--- config.mk ---
export PLATFORM = sky130hd
export DESIGN_NAME = seg_decoder
export DESIGN_NICKNAME = d
export VERILOG_FILES = /design/src/rtl/seg_decoder.sv
export SDC_FILE = /design/constraint.sdc
export NUM_CORES = 1
export LEC_CHECK = 0
export CORE_AREA = 8 8 91 73
export CTS_CLUSTER_DIAMETER = 200
export DETAILED_ROUTE_END_ITERATION = 16
export DIE_AREA = 0 0 99 81
export GPL_ROUTABILITY_DRIVEN = 0
export HOLD_SLACK_MARGIN = 0.15
export SETUP_SLACK_MARGIN = 0.02
export SLEW_MARGIN = 15
export SYNTH_ARGS = -nofsm -noshare
export SYNTH_HDL_FRONTEND = slang
export SYNTH_SLANG_ARGS = --single-unit
--- constraint.sdc ---
create_clock -name clk -period 2.9 [get_ports clk]
set_clock_uncertainty 0.15 [all_clocks]
set_input_delay 0.58 -clock clk [delete_from_list [all_inputs] [get_ports clk]]
set_output_delay 0.58 -clock clk [all_outputs]
set_load 0.05 [all_outputs]
--- src/rtl/seg_decoder.sv ---
// Seven-segment pattern decoder: debounces an active-low segment bus, decodes
// stable patterns to a digit and offers each new one over a valid/ready handshake.
module seg_decoder #(
    parameter int STABLE_CYCLES = 4
) (
    input  logic       clk,
    input  logic       rst,
    input  logic [6:0] seg,
    input  logic       ready,
    output logic [3:0] digit,
    output logic       err,
    output logic       valid
);

    typedef enum logic {
        ST_IDLE = 1'b0,
        ST_HOLD = 1'b1
    } state_t;

    localparam logic [6:0] SEG_BLANK     = 7'h7F;
    // Counter value reached once the sample has been seen on STABLE_CYCLES edges.
    localparam logic [7:0] STABLE_THRESH = 8'(STABLE_CYCLES - 1);

    state_t      r_state;
    state_t      w_state_next;
    logic [6:0]  r_seg;
    logic [7:0]  r_cnt;
    logic [6:0]  r_last;
    logic [6:0]  w_last_next;
    logic [6:0]  r_pat;
    logic [3:0]  r_digit;
    logic        r_err;
    logic        w_load;
    logic        w_stable;
    logic        w_blank;
    logic        w_reportable;
    logic [3:0]  w_dec_digit;
    logic        w_dec_err;

    assign w_stable     = (r_cnt >= STABLE_THRESH);
    assign w_blank      = (r_seg == SEG_BLANK);
    assign w_reportable = w_stable && !w_blank && (r_seg != r_last);

    always_comb begin
        w_dec_digit = 4'hF;
        w_dec_err   = 1'b0;
        case (r_seg)
            7'h40:   w_dec_digit = 4'd0;
            7'h79:   w_dec_digit = 4'd1;
            7'h24:   w_dec_digit = 4'd2;
            7'h30:   w_dec_digit = 4'd3;
            7'h19:   w_dec_digit = 4'd4;
            7'h12:   w_dec_digit = 4'd5;
            7'h02:   w_dec_digit = 4'd6;
            7'h78:   w_dec_digit = 4'd7;
            7'h00:   w_dec_digit = 4'd8;
            7'h10:   w_dec_digit = 4'd9;
            default: w_dec_err   = 1'b1;
        endcase
    end

    always_comb begin
        w_state_next = r_state;
        w_last_next  = r_last;
        w_load       = 1'b0;
        case (r_state)
            ST_IDLE: begin
                // A stable blank clears the duplicate filter without reporting.
                if (w_stable && w_blank) begin
                    w_last_next = SEG_BLANK;
                end else if (w_reportable) begin
                    w_state_next = ST_HOLD;
                    w_load       = 1'b1;
                end
            end
            ST_HOLD: begin
                if (ready) begin
                    w_state_next = ST_IDLE;
                    w_last_next  = r_pat;
                end
            end
            default: w_state_next = ST_IDLE;
        endcase
    end

    always_ff @(posedge clk) begin
        if (rst) begin
            r_state <= ST_IDLE;
            r_seg   <= SEG_BLANK;
            r_cnt   <= 8'd0;
            r_last  <= SEG_BLANK;
            r_pat   <= SEG_BLANK;
            r_digit <= 4'h0;
            r_err   <= 1'b0;
        end else begin
            r_seg <= seg;
            if (seg != r_seg) begin
                r_cnt <= 8'd0;
            end else if (r_cnt != 8'hFF) begin
                r_cnt <= r_cnt + 8'd1;
            end
            r_state <= w_state_next;
            r_last  <= w_last_next;
            if (w_load) begin
                r_pat   <= r_seg;
                r_digit <= w_dec_digit;
                r_err   <= w_dec_err;
            end
        end
    end

    assign valid = (r_state == ST_HOLD);
    assign digit = r_digit;
    assign err   = r_err;

endmodule

==> parameters.txt, run 1 <==
Parameter                              Value

Floorplanning
  Die extent in x    99 um
  Overall die area    0.008019 sq mm
  Initial Utilization    33.18%
  Top-level I/O count    16
  Num rows    23
  CORE AREA    0.005151 sq mm
  Height of the die    81 um

Layout
  Final cell count without fillers    273
  Synthesis-to-layout area growth    16.69%
  Layout cell share with drive strength beyond 1    10.90%
  Ant diodes    0
  Post-layout util    38.72%
  Summed area of non-filler cells in the final layout    0.001994 sq mm
  Number of filler instances in the final layout    532
  Number of nets in the layout    221

Synthesis
  Synthesized instance count    198
  Cell area after synthesis    0.001709 sq mm
  Total nets after synthesis    209
  Total of warnings raised by yosys    0
  Register bit count reported by yosys    35
  Post-synth EDFFs    0
  Mean instance size in the synthesized netlist    8.632 sq um
  Proportion of register bits with asynchronous set or reset after synthesis    0%
  Fraction of the yosys area taken by sequential cells    41.00%
  Distinct cells, synth    44
  Predominant post-synthesis flop cell    dfxtp_1

Route
  Mean number of vias per cell    5.183
  Count of unresolved DRC violations after routing    0
  Residual antenna-violating net count after detailed routing    0
  Average detailed-routed wire length per instance    14.40 um
  Total via count after detailed routing    1415
  Drt first pass iters    4
  Detailed Route Iter0 Violations    90
  Overall routed net length    3930 um

Pwr
  Power density cells    514.9 mW/mm^2
  Leak    0.0006658 uW
  Max rail drop VDD    0.2119 mV

GRT
  Global router's overall resource usage    10.78%
  Via count of the first global-routing pass    1377
  First-pass GRT wire length    6782 um
  Antenna violations before repair    0
  Total overflow reported by the global router    0
  Largest net degree at the start of global routing    16

Critical path
  Crit Reg-Reg Startpoint    r_seg[6]
  Capturing point of the worst reg2reg path    digit[3]
  Cell chain of the critical path    clkdlybuf4s50_1
  Biggest cell delay along the critical path    820 ps
  Required time of the critical path    2170 ps
  Reg-to-reg slack, setup    770 ps
  Crit-path slowest cell    clkdlybuf4s50_1
  Worst-path maximum fanout    4
  Top delay family on crit path    buffers and inverters
  Crit start category    register
  CP Buf/Inv Count    1
  Beginning of the critical path    valid
  Worst endpoint data arrival time    1480 ps
  Kind of end point of the critical path    output pin
  Number of cell instances on the worst register-to-register path    5
  Setup Crit Path Kind    reg -> out

Timing
  Max transition margin    66.46%
  Count of endpoints failing setup in the final report    0
  Pin slew with the least headroom to its limit    501.6 ps
  Count of pins over their slew limit    0
  Final critical-path share of the clock period    76.37%
  Tmin final    2215 ps
  RSZ-0062 raised after global routing    false
  Worst-case hold slack    334.8 ps
  Hold violation count in the final report    0
  Maximum clock frequency    451.5 MHz
  Sum of negative setup slack    0 ps

Placed design
  Count of buffers inserted at the top-level ports    15
  Post-detail-place hpwl    2674 um
  Placed inst area    0.001877 sq mm
  Number of placed cells counting well taps    265

Clock tree
  TritonCTS clock tree    yes
  CTS Root Cell    clkbuf_8
  Clk_lat worst skew    290 ps
  CTS max path bufs    2
  Number of instances resized during post-cts repair    0
  Hold-fix buffers at CTS    0
  TritonCTS buffer count    5
  Post-CTS setup repair buffer count    0
  Clock slew at reported path FFs    80 ps
  Clock sinks    35
  H-tree depth reported by CTS    2

Worst hold path
  Number of stages on the worst hold path    2
  Worst hold path endpoint    digit[1]
  Hold path startpoint    digit[1]
  Min-delay worst type    reg -> reg

Flow run
  Count of maximum capacitance violations    0

Outcome
  Run status    finished clean
## cell families after synthesis
family,count (synthesis),synth area share (%)
AO/OA/AOI/OAI,41,15.45
XOR/XNOR,17,8.711
adder cells (fa/ha/maj),1,0.7319
buffers and inverters,15,5.490
flip-flops,35,41.00
multiplexers,3,1.757
AND/OR/NAND/NOR,86,26.87
## cell type report
type,count,area [sq um],area share (%)
repair buffers,19,180.2,9.034
clock buffers,6,82.58,4.141
clock inverters,2,35.03,1.757
inverters,1,3.754,0.1882
well taps,62,77.57,3.890
flip-flops and latches,35,700.7,35.13
multi-input cells,148,914.6,45.86
## Yosys cell counts (all sizes together), types with 2 or more instances
cell type,instances,share of area (%)
a21oi,10,2.9
clkbuf,4,0.88
nor3,6,1.8
nor2,17,3.9
o22ai,7,2.6
dfxtp,35,41
nand3,13,3.8
xnor2,4,2.0
or3,2,0.73
mux2i,3,1.8
buf,10,4.4
nand2b,2,0.73
nand2,17,3.7
and3,2,0.73
a311oi,2,1.0
nor2b,2,0.73
or2,7,2.6
nor4,7,3.3
xor2,13,6.7
nand4,3,1.1
o21ai,11,3.4
and4,3,1.5
## per-stage QoR
stage               setup slack [ps]  total power [uW]
floorplan                       1169             552.4
global placement               733.4             575.8
detailed placement             735.6             575.8
CTS                            659.4              1040
global route                   627.9              1067
finish                         685.3              1027
## power by group
group          total (uW)  leakage [uW]  switching [uW]  internal [uW]
Sequential            501      0.000285            15.9            486
Clock                 462     0.0000612             184            278
Combinational        63.5      0.000320            31.7           31.8
## sequential cells by signal, summed over array words and instances (netlist names)
| name | flops |
|---|---|
| r_cnt | 8 |
| r_last | 7 |
| r_pat | 7 |
| r_seg | 7 |
| digit | 4 |
| err | 1 |
| valid | 1 |
## how the worst max path moves through the flow
| stage | to | depth (start not counted) |
|---|---|---|
| final | valid | 1 |
| after CTS | valid | 1 |
| after detailed placement | r_cnt[2] | 5 |
| after floorplan | digit[0] | 6 |
| after global routing | valid | 1 |
| after global placement | r_cnt[4] | 5 |
## per-layer routing
metal	GRT usage, %	share of wire [%]	up-vias
li1	-	-	735
met1	14.41	51	654
met2	15.01	43	24
met3	3.501	5.0	2
met4	5.802	0.81	0
met5	0	0	-
## cells in the final DEF, fill, tap and decap left out, types with 2 or more instances in the layout
| master | Yosys | final |
|---|---|---|
| nor4_2 | 2 | 2 |
| or2_2 | 7 | 7 |
| nor2b_1 | 2 | 2 |
| xor2_1 | 13 | 13 |
| a311oi_1 | 2 | 2 |
| and4_1 | 3 | 3 |
| nand4_1 | 3 | 3 |
| mux2i_1 | 3 | 3 |
| nand2_1 | 17 | 17 |
| nand2b_1 | 2 | 2 |
| nor3_1 | 6 | 6 |
| clkbuf_8 | 0 | 6 |
| nor2_1 | 16 | 16 |
| a21oi_1 | 10 | 10 |
| o21ai_0 | 10 | 10 |
| xnor2_1 | 4 | 4 |
| and3_1 | 2 | 2 |
| clkdlybuf4s50_1 | 0 | 15 |
| or3_1 | 2 | 2 |
| nor4_1 | 5 | 5 |
| nand3_1 | 13 | 13 |
| o22ai_1 | 7 | 7 |
| dfxtp_1 | 35 | 35 |
| buf_4 | 0 | 4 |
(Power assumes the default switching activity.)
==> inputs of run 2 (changes only) <==
Clock period 2.9 ns to 2.1 ns, I/O delays scaled along.
==> run 2 against run 1 <==
  * Setup slack got worse by 570 ps
  * Final area up 0.31%
  * Clock power grew 3%
  * Hold slack worse by 6.1 ps
  * Highest routed layer unchanged
  * Via count increased by 4.4%
  * Register-to-register slack got worse by 570 ps
  * Sequential share of layout area down 0.11 points
  * Routed wire length is 0.84% higher
  * Die area unchanged
==> parameters.txt, run 2 (same netlist as run 1, synthesis figures left out) <==
Parameter                              Value

Critical path
  Biggest cell delay along the critical path    800 ps
  Top delay family on crit path    buffers and inverters
  CP Buf/Inv Count    1
  Kind of end point of the critical path    output pin
  Reg-to-reg slack, setup    200 ps
  Crit start category    register
  Crit-path slowest cell    clkdlybuf4s50_1
  Capturing point of the worst reg2reg path    digit[3]
  Worst-path maximum fanout    2
  Crit Reg-Reg Startpoint    r_cnt[0]
  Number of cell instances on the worst register-to-register path    6
  Setup Crit Path Kind    reg -> out
  Worst endpoint data arrival time    1410 ps
  Cell chain of the critical path    clkdlybuf4s50_1
  Required time of the critical path    1530 ps

Layout
  Number of filler instances in the final layout    519
  Leading cell type in the layout, fill and taps excluded    dfxtp_1
  Largest register FFs    8
  Number of nets in the layout    227
  Synthesis-to-layout area growth    17.06%
  Ant diodes    0
  Register ranked first by flip-flop count    r_cnt
  Layout cell share with drive strength beyond 1    14.75%
  Highest-count cells in the layout ignoring fill and taps    35 x dfxtp_1, 17 x nand2_1, 16 x nor2_1

Clock tree
  H-tree depth reported by CTS    2
  Clk_lat worst skew    290 ps
  TritonCTS clock tree    yes
  CTS max path bufs    2
  Post-CTS setup repair buffer count    0
  Clock slew at reported path FFs    70 ps
  TritonCTS buffer count    5
  CTS Root Cell    clkbuf_8
  Clock sinks    35

GRT
  Global router's overall resource usage    10.24%
  Total overflow reported by the global router    0
  Via count of the first global-routing pass    1294
  Antenna violations before repair    0
  First-pass GRT wire length    6465 um
  Largest net degree at the start of global routing    16

Route
  Total via count after detailed routing    1477
  Average detailed-routed wire length per instance    14.20 um
  Residual antenna-violating net count after detailed routing    0
  Overall routed net length    3963 um
  Count of unresolved DRC violations after routing    0
  Detailed Route Iter0 Violations    139
  Mean number of vias per cell    5.294
  Drt first pass iters    4

Timing
  Final critical-path share of the clock period    94.52%
  Tmin final    1985 ps
  Hold violation count in the final report    0
  RSZ-0062 raised after global routing    false
  Count of endpoints failing setup in the final report    0
  Count of pins over their slew limit    0
  Pin slew with the least headroom to its limit    499.2 ps
  Sum of negative setup slack    0 ps
  Maximum clock frequency    503.8 MHz
  Max transition margin    66.62%
  Worst-case hold slack    328.7 ps

Worst hold path
  Hold path startpoint    digit[1]
  Min-delay worst type    reg -> reg
  Number of stages on the worst hold path    2
  Worst hold path endpoint    digit[1]

Flow run
  Count of maximum capacitance violations    0

Placed design
  Post-detail-place hpwl    2766 um
  Count of buffers inserted at the top-level ports    15

Floorplanning
  Top-level I/O count    16
  Num rows    23
  Die extent in x    99 um
  Overall die area    0.008019 sq mm
  Initial Utilization    33.18%
  Height of the die    81 um
  CORE AREA    0.005151 sq mm

Pwr
  Leak    0.0006791 uW
  Max rail drop VDD    0.2600 mV
  Power density cells    631.2 mW/mm^2

Outcome
  Run status    finished clean
run 2: changes by cell type in the layout (fill, tap and decap cells not counted):
cell | before | now
buf_4 | 4 | 13
clkdlybuf4s50_1 | 15 | 12
a41o_1 | 1 | 0
a41o_2 | 0 | 1
bufinv_16 | 1 | 0
clkbuf_1 | 0 | 1
clkbuf_8 | 6 | 5
clkinvlp_4 | 0 | 1
run 2: area by class of cell:
cell class	instances	area, sq um	area share [%]
Multi-Input combinational cell	148	915.9	45.78
Sequential cell	35	700.7	35.02
Timing Repair Buffer	25	217.7	10.88
Tap cell	62	77.57	3.877
Clock buffer	6	72.57	3.627
Clock inverter	2	12.51	0.6254
Inverter	1	3.754	0.1876
run 2: metrics by stage:
step / instances / power (uW) / setup slack [ps] / util (%) / instance area (sq um)
global placement: 271 / 803.8 / 111.3 / 37.16 / 1914
finish: 279 / 1263 / 115.1 / 38.84 / 2001
CTS: 279 / 1280 / 70.08 / 38.81 / 1999
global route: 279 / 1327 / 43.38 / 38.84 / 2001
detailed placement: 271 / 803.1 / 85.98 / 37.16 / 1914
floorplan: 198 / 762.8 / 368.8 / - / 1709
run 2: metal layers:
layer / vias up / GRT usage, % / share of wire (%)
met2: 35 / 13.80 / 41
li1: 749 / - / -
met1: 688 / 14.04 / 53
met5: - / 0 / 0
met3: 5 / 3.330 / 4.4
met4: 0 / 5.496 / 1.7
run 2: power breakdown:
| part | internal (uW) | leakage (uW) | switching [uW] |
|---|---|---|---|
| Sequential | 671 | 0.000285 | 14.5 |
| Combinational | 51.1 | 0.000353 | 52.6 |
| Clock | 232 | 0.0000412 | 242 |
| Total | 953 | 0.000679 | 309 |
run 2: worst max-delay path by stage:
stage             start        to  slack, ps  cells past startpoint
2_1_floorplan  r_seg[2]  digit[0]        370                      6
3_3_place_gp     seg[6]  r_cnt[6]        110                      5
3_5_place_dp     seg[2]  r_cnt[6]         90                      5
4_1_cts        r_cnt[0]  digit[3]         70                      6
5_1_grt        digit[0]  digit[0]         40                      1
6_report       digit[0]  digit[0]        120                      1
run 2: worst reg2reg max path, cell delays in order (launching register included):
cell and delay [ps]:
dfxtp_1 330, ha_1 250, nor4_1 270, a21o_1 230, a41o_2 260, nor2_2 100
a311oi_1 210
run 2: what timing repair did:
item / CTS / global route
hold buffers: 0 / 0
endpoints found under the hold margin: 0 / 0
gates resized for setup: 0 / 1
endpoints found under the setup margin: 0 / 2
==> RTL edit 1 (settings of run 1) <==
Reset style: asynchronous (`rst`), changed in one clocked block.
--- a/src/rtl/seg_decoder.sv
+++ b/src/rtl/seg_decoder.sv
@@ -85,3 +85,3 @@
 
-    always_ff @(posedge clk) begin
+    always_ff @(posedge clk or posedge rst) begin
         if (rst) begin
Behaviour: differs if rst is asserted again (counterexample within 10 cycles, from zero or initial values and one cycle with rst high); with rst held inactive, the same outputs for 10 cycles.
==> RTL edit 1 against run 1 <==
  * Synthesized cell count down 22%
  * Total power down 3.5%
  * Routed wire length down 3.4%
  * Worst setup slack worse by 0.41 ns
  * Fmax down 16%
  * Core utilization up 1.0 points
  * Synthesized area up 2.9%
  * Final area up 2.6%
  * Via count down 13%
  * Critical path depth up 5
  * First-iteration DRC count down 27%
  * Sequential cell count unchanged
  * Combinational power up 41%
  * Critical path type is now reg2reg
  * Largest cell class is now registers
==> RTL edit 1: results <==
export IMPL_status="finished, final reports clean"
export IMPL_synthArstFlopShare_pct=100
export IMPL_cts_max_level=2
export IMPL_diodes=0
export IMPL_syn_inst=154
export IMPL_synth_cell_types=43
export IMPL_regToRegStartpoint="r_cnt[1]"
export IMPL_initialDrtViolationCount=66
export IMPL_grt_pass1_wl_um=6470
export IMPL_cp_top_family="simple AND/OR/NAND/NOR gates"
export IMPL_hold_path_class="reg2reg"
export IMPL_place_inst=226
export IMPL_place_hpwl_um=2710
export IMPL_gr_usage_all_layers_pct=10.1
export IMPL_synth_nets=165
export IMPL_clock_path_buffers=2
export IMPL_port_buffers=15
export IMPL_wirelength_um=3800
export IMPL_wl_per_cell_um=16.2
export IMPL_maxSlewHeadroom_pct=25.7
export IMPL_max_stage_delay_ns=0.85
export IMPL_drt_pass1_iterations=4
export IMPL_antenna_found_initial=0
export IMPL_final_min_clock_period_ns=2.63
export IMPL_synth_area_leaders="dfstp_2, dfrtp_1, mux2_2"
export IMPL_worst_ep_arrival_time_ns=2.65
export IMPL_slowest_stage="nor2_1"
export IMPL_yosysWarnings=0
export IMPL_grt_pass1_vias=1309
export IMPL_placed_cell_area_sq_um=1950
export IMPL_cp_endpoint="digit[2]"
export IMPL_cts_buffers_inserted=5
export IMPL_crit_path_max_fanout=12
export IMPL_p_leak_nw=0.807
export IMPL_tns_ns=0
export IMPL_vdd_drop_max_v=0.000218
export IMPL_grt_max_degree=36
export IMPL_yosysSeqAreaShare_pct=51.3
export IMPL_post_cts_repair_setup_buffers=0
export IMPL_post_cts_resized=0
export IMPL_vias=1238
export IMPL_final_nets=182
export IMPL_path_clk_slew_ns=0.07
export IMPL_synth_common_cells="dfstp_2, dfrtp_1, nor2_1, xor2_1"
export IMPL_largest_reg_flops=8
export IMPL_drive_above_1_share_pct=26.7
export IMPL_clockRootBuffer="clkbuf_8"
export IMPL_regMostFlops="r_cnt"
export IMPL_dpl_worst_slack_ns=0.277
export IMPL_synth_ff_type="dfstp_2"
export IMPL_path_class="reg2reg"
export IMPL_clkLatencyLatePin_ns=0.28
export IMPL_worst_r2r_setup_slack_ns=0.27
## RTL edit 1: cell types whose count changed in the layout (fill, tap and decap cells not counted), moves of 6 or more
cell     before  now
nand2_1      17    9
or2_2         7    0
mux2_2        0    9
o22a_1        0    7
dfrtp_1       0   14
nand3_1      13    4
o21ai_0      10    4
dfxtp_1      35    0
dfstp_2       0   21
## RTL edit 1: worst min path at each step
stage	to	cells past startpoint	slack, ns	start
finish	digit[1]	1	0.34	digit[1]
global placement	digit[1]	1	0.33	digit[1]
global route	digit[1]	1	0.35	digit[1]
detailed placement	digit[1]	1	0.33	digit[1]
floorplan	r_last[1]	1	0.35	r_last[1]
CTS	digit[1]	1	0.34	digit[1]
## RTL edit 1: layer usage
layer	global-route usage, %	routed length, um	up-vias
met5	0	0	-
met4	4.12	34	0
met3	2.13	141	2
met2	16.4	1880	27
met1	12.8	1750	623
li1	-	-	586
## RTL edit 1: final cells by class
type,count,area (sq um)
clock inverters,1,5.00
inverters,3,11.3
multi-input cells,108,791
fillers,497,3110
well taps,62,77.6
clock buffers,7,86.3
flip-flops and latches,35,902
repair buffers,18,173
## RTL edit 1: cell families (layout without fill, tap and decap cells)
family | after synthesis | after routing | synth area share (%)
flops | 35 | 35 | 51.3
mux | 13 | 13 | 8.68
compound gates | 29 | 29 | 12.4
simple gates | 46 | 46 | 13.7
xor+xnor | 19 | 19 | 9.46
fa+ha+maj | 1 | 1 | 0.711
buf+inv | 11 | 29 | 3.77
## RTL edit 1: worst reg2reg max path: stages, from the launching register on
cell and delay [ns]:
dfrtp_1 0.38, ha_1 0.27, nor4_1 0.09, a21oi_1 0.22, o41ai_2 0.13, nor2_1 0.85
mux2_2 0.43
## RTL edit 1: where the power goes
group	switching, mW	total [mW]	internal (mW)	leakage (nW)
registers	0.0241	0.546	0.521	0.415
clock network	0.164	0.356	0.191	0.0482
logic	0.0435	0.0894	0.0459	0.344
==> RTL edit 2 (config.mk and constraints of run 1) <==
Without the edit above. Put one more register stage on the output `err`, cleared by the reset. The value now appears one clock later. The other outputs are not delayed to match.
--- a/src/rtl/seg_decoder.sv
+++ b/src/rtl/seg_decoder.sv
@@ -113,3 +113,9 @@
     assign digit = r_digit;
-    assign err   = r_err;
+    always_ff @(posedge clk) begin
+        if (rst) begin
+            err <= '0;
+        end else begin
+            err <= r_err;
+        end
+    end
 
Function: changed (a bounded check fails within 10 cycles, from zero or initial values and one cycle with rst high).
==> RTL edit 2 against run 1 <==
  * Combinational power hardly changed
  * Total power is 7.5% lower
  * Worst setup slack worse by 0.17 ns
  * Largest cell class unchanged
  * Register-to-register slack worse by 0.26 ns
  * Count of clock-buffer cells in the layout stayed put
  * Critical endpoint is now digit[3]
  * Clock power is 20% lower
  * Sequential share of layout area is 1.1 points higher
  * Highest routed layer unchanged
  * Synthesized area is 1.5% higher
  * Routed wire length hardly changed
  * Via count is 3.2% higher
  * Sequential cell count is 1 higher
  * Final area is 0.31% lower
  * Die area stayed put
  * Largest power group unchanged
==> RTL edit 2: results <==
export IMPL_wl_per_cell_um=14.4
export IMPL_post_cts_resized=0
export IMPL_status="finished, final reports clean"
export IMPL_place_inst=266
export IMPL_finalMaxSlewViolations=0
export IMPL_dpl_worst_slack_ns=0.523
export IMPL_synth_nets=211
export IMPL_clkPwrFrac_pct=39.1
export IMPL_place_hpwl_um=2780
export IMPL_drt_pass1_iterations=4
export IMPL_cp_top_family="compound AO/OA/AOI/OAI gates"
export IMPL_placed_cell_area_sq_um=1900
export IMPL_gr_usage_all_layers_pct=10.8
export IMPL_vdd_drop_max_v=0.000252
export IMPL_drc=0
export IMPL_final_nets=222
export IMPL_cts_buffers_inserted=5
export IMPL_crit_path_max_fanout=13
export IMPL_ys_ff_latch=36
export IMPL_powerDensity_nw_per_um2=478
export IMPL_synth_area_leaders="dfxtp_1, xor2_1, nand3_1"
export IMPL_synth_compound_area_share_pct=15.2
export IMPL_synth_area_mux_share_pct=1.73
export IMPL_syn_inst=200
export IMPL_vias=1460
export IMPL_worst_pin_slew_ns=1.02
export IMPL_yosysSeqAreaShare_pct=41.5
export IMPL_drive_above_1_share_pct=10.4
export IMPL_p_leak_nw=0.660
export IMPL_synth_fa_ha_area_share_pct=0.721
export IMPL_initialDrtViolationCount=69
export IMPL_synth_xor_area_share_pct=8.58
export IMPL_slowest_stage="a41oi_1"
export IMPL_grt_pass1_wl_um=7020
export IMPL_seqPwrFrac_pct=54.3
export IMPL_synthArstFlopShare_pct=0
export IMPL_synth_common_cells="dfxtp_1, nand2_1, nor2_1, nand3_1, xor2_1"
export IMPL_final_cells=274
export IMPL_p_sw_share_pct=24.1
export IMPL_regMostFlops="r_cnt"
export IMPL_synth_ff_type="dfxtp_1"
export IMPL_worst_ep_arrival_time_ns=2.44
==> RTL edit 2: changes by cell type after synthesis <==
cell     before  now
dfxtp_1      35   36
nor2b_1       2    3
==> RTL edit 2: worst paths after layout <==
check	start	end	slack, ns	depth (start not counted)
min	r_err	err	0.32	1
max	r_seg[0]	digit[3]	0.51	5
max reg2reg	r_seg[0]	digit[3]	0.51	5
min reg2reg	r_err	err	0.32	1
==> RTL edit 2: area by class of cell <==
| type | count | area, sq um |
|---|---|---|
| Timing Repair Buffer | 18 | 173 |
| Tap cell | 62 | 77.6 |
| Clock inverter | 2 | 10.0 |
| Sequential cell | 36 | 721 |
| Fill cell | 526 | 3160 |
| Multi-Input combinational cell | 149 | 921 |
| Clock buffer | 6 | 82.6 |
| Inverter | 1 | 3.75 |
==> RTL edit 2: per-layer routing <==
layer	GRT usage, %	routed length [um]	vias up	part of all wire (%)
met2	15.7	1610	24	41
li1	-	-	737	-
met1	14.7	2150	695	55
met4	3.82	29	0	0.74
met3	3.42	143	4	3.6
met5	0	0	-	0
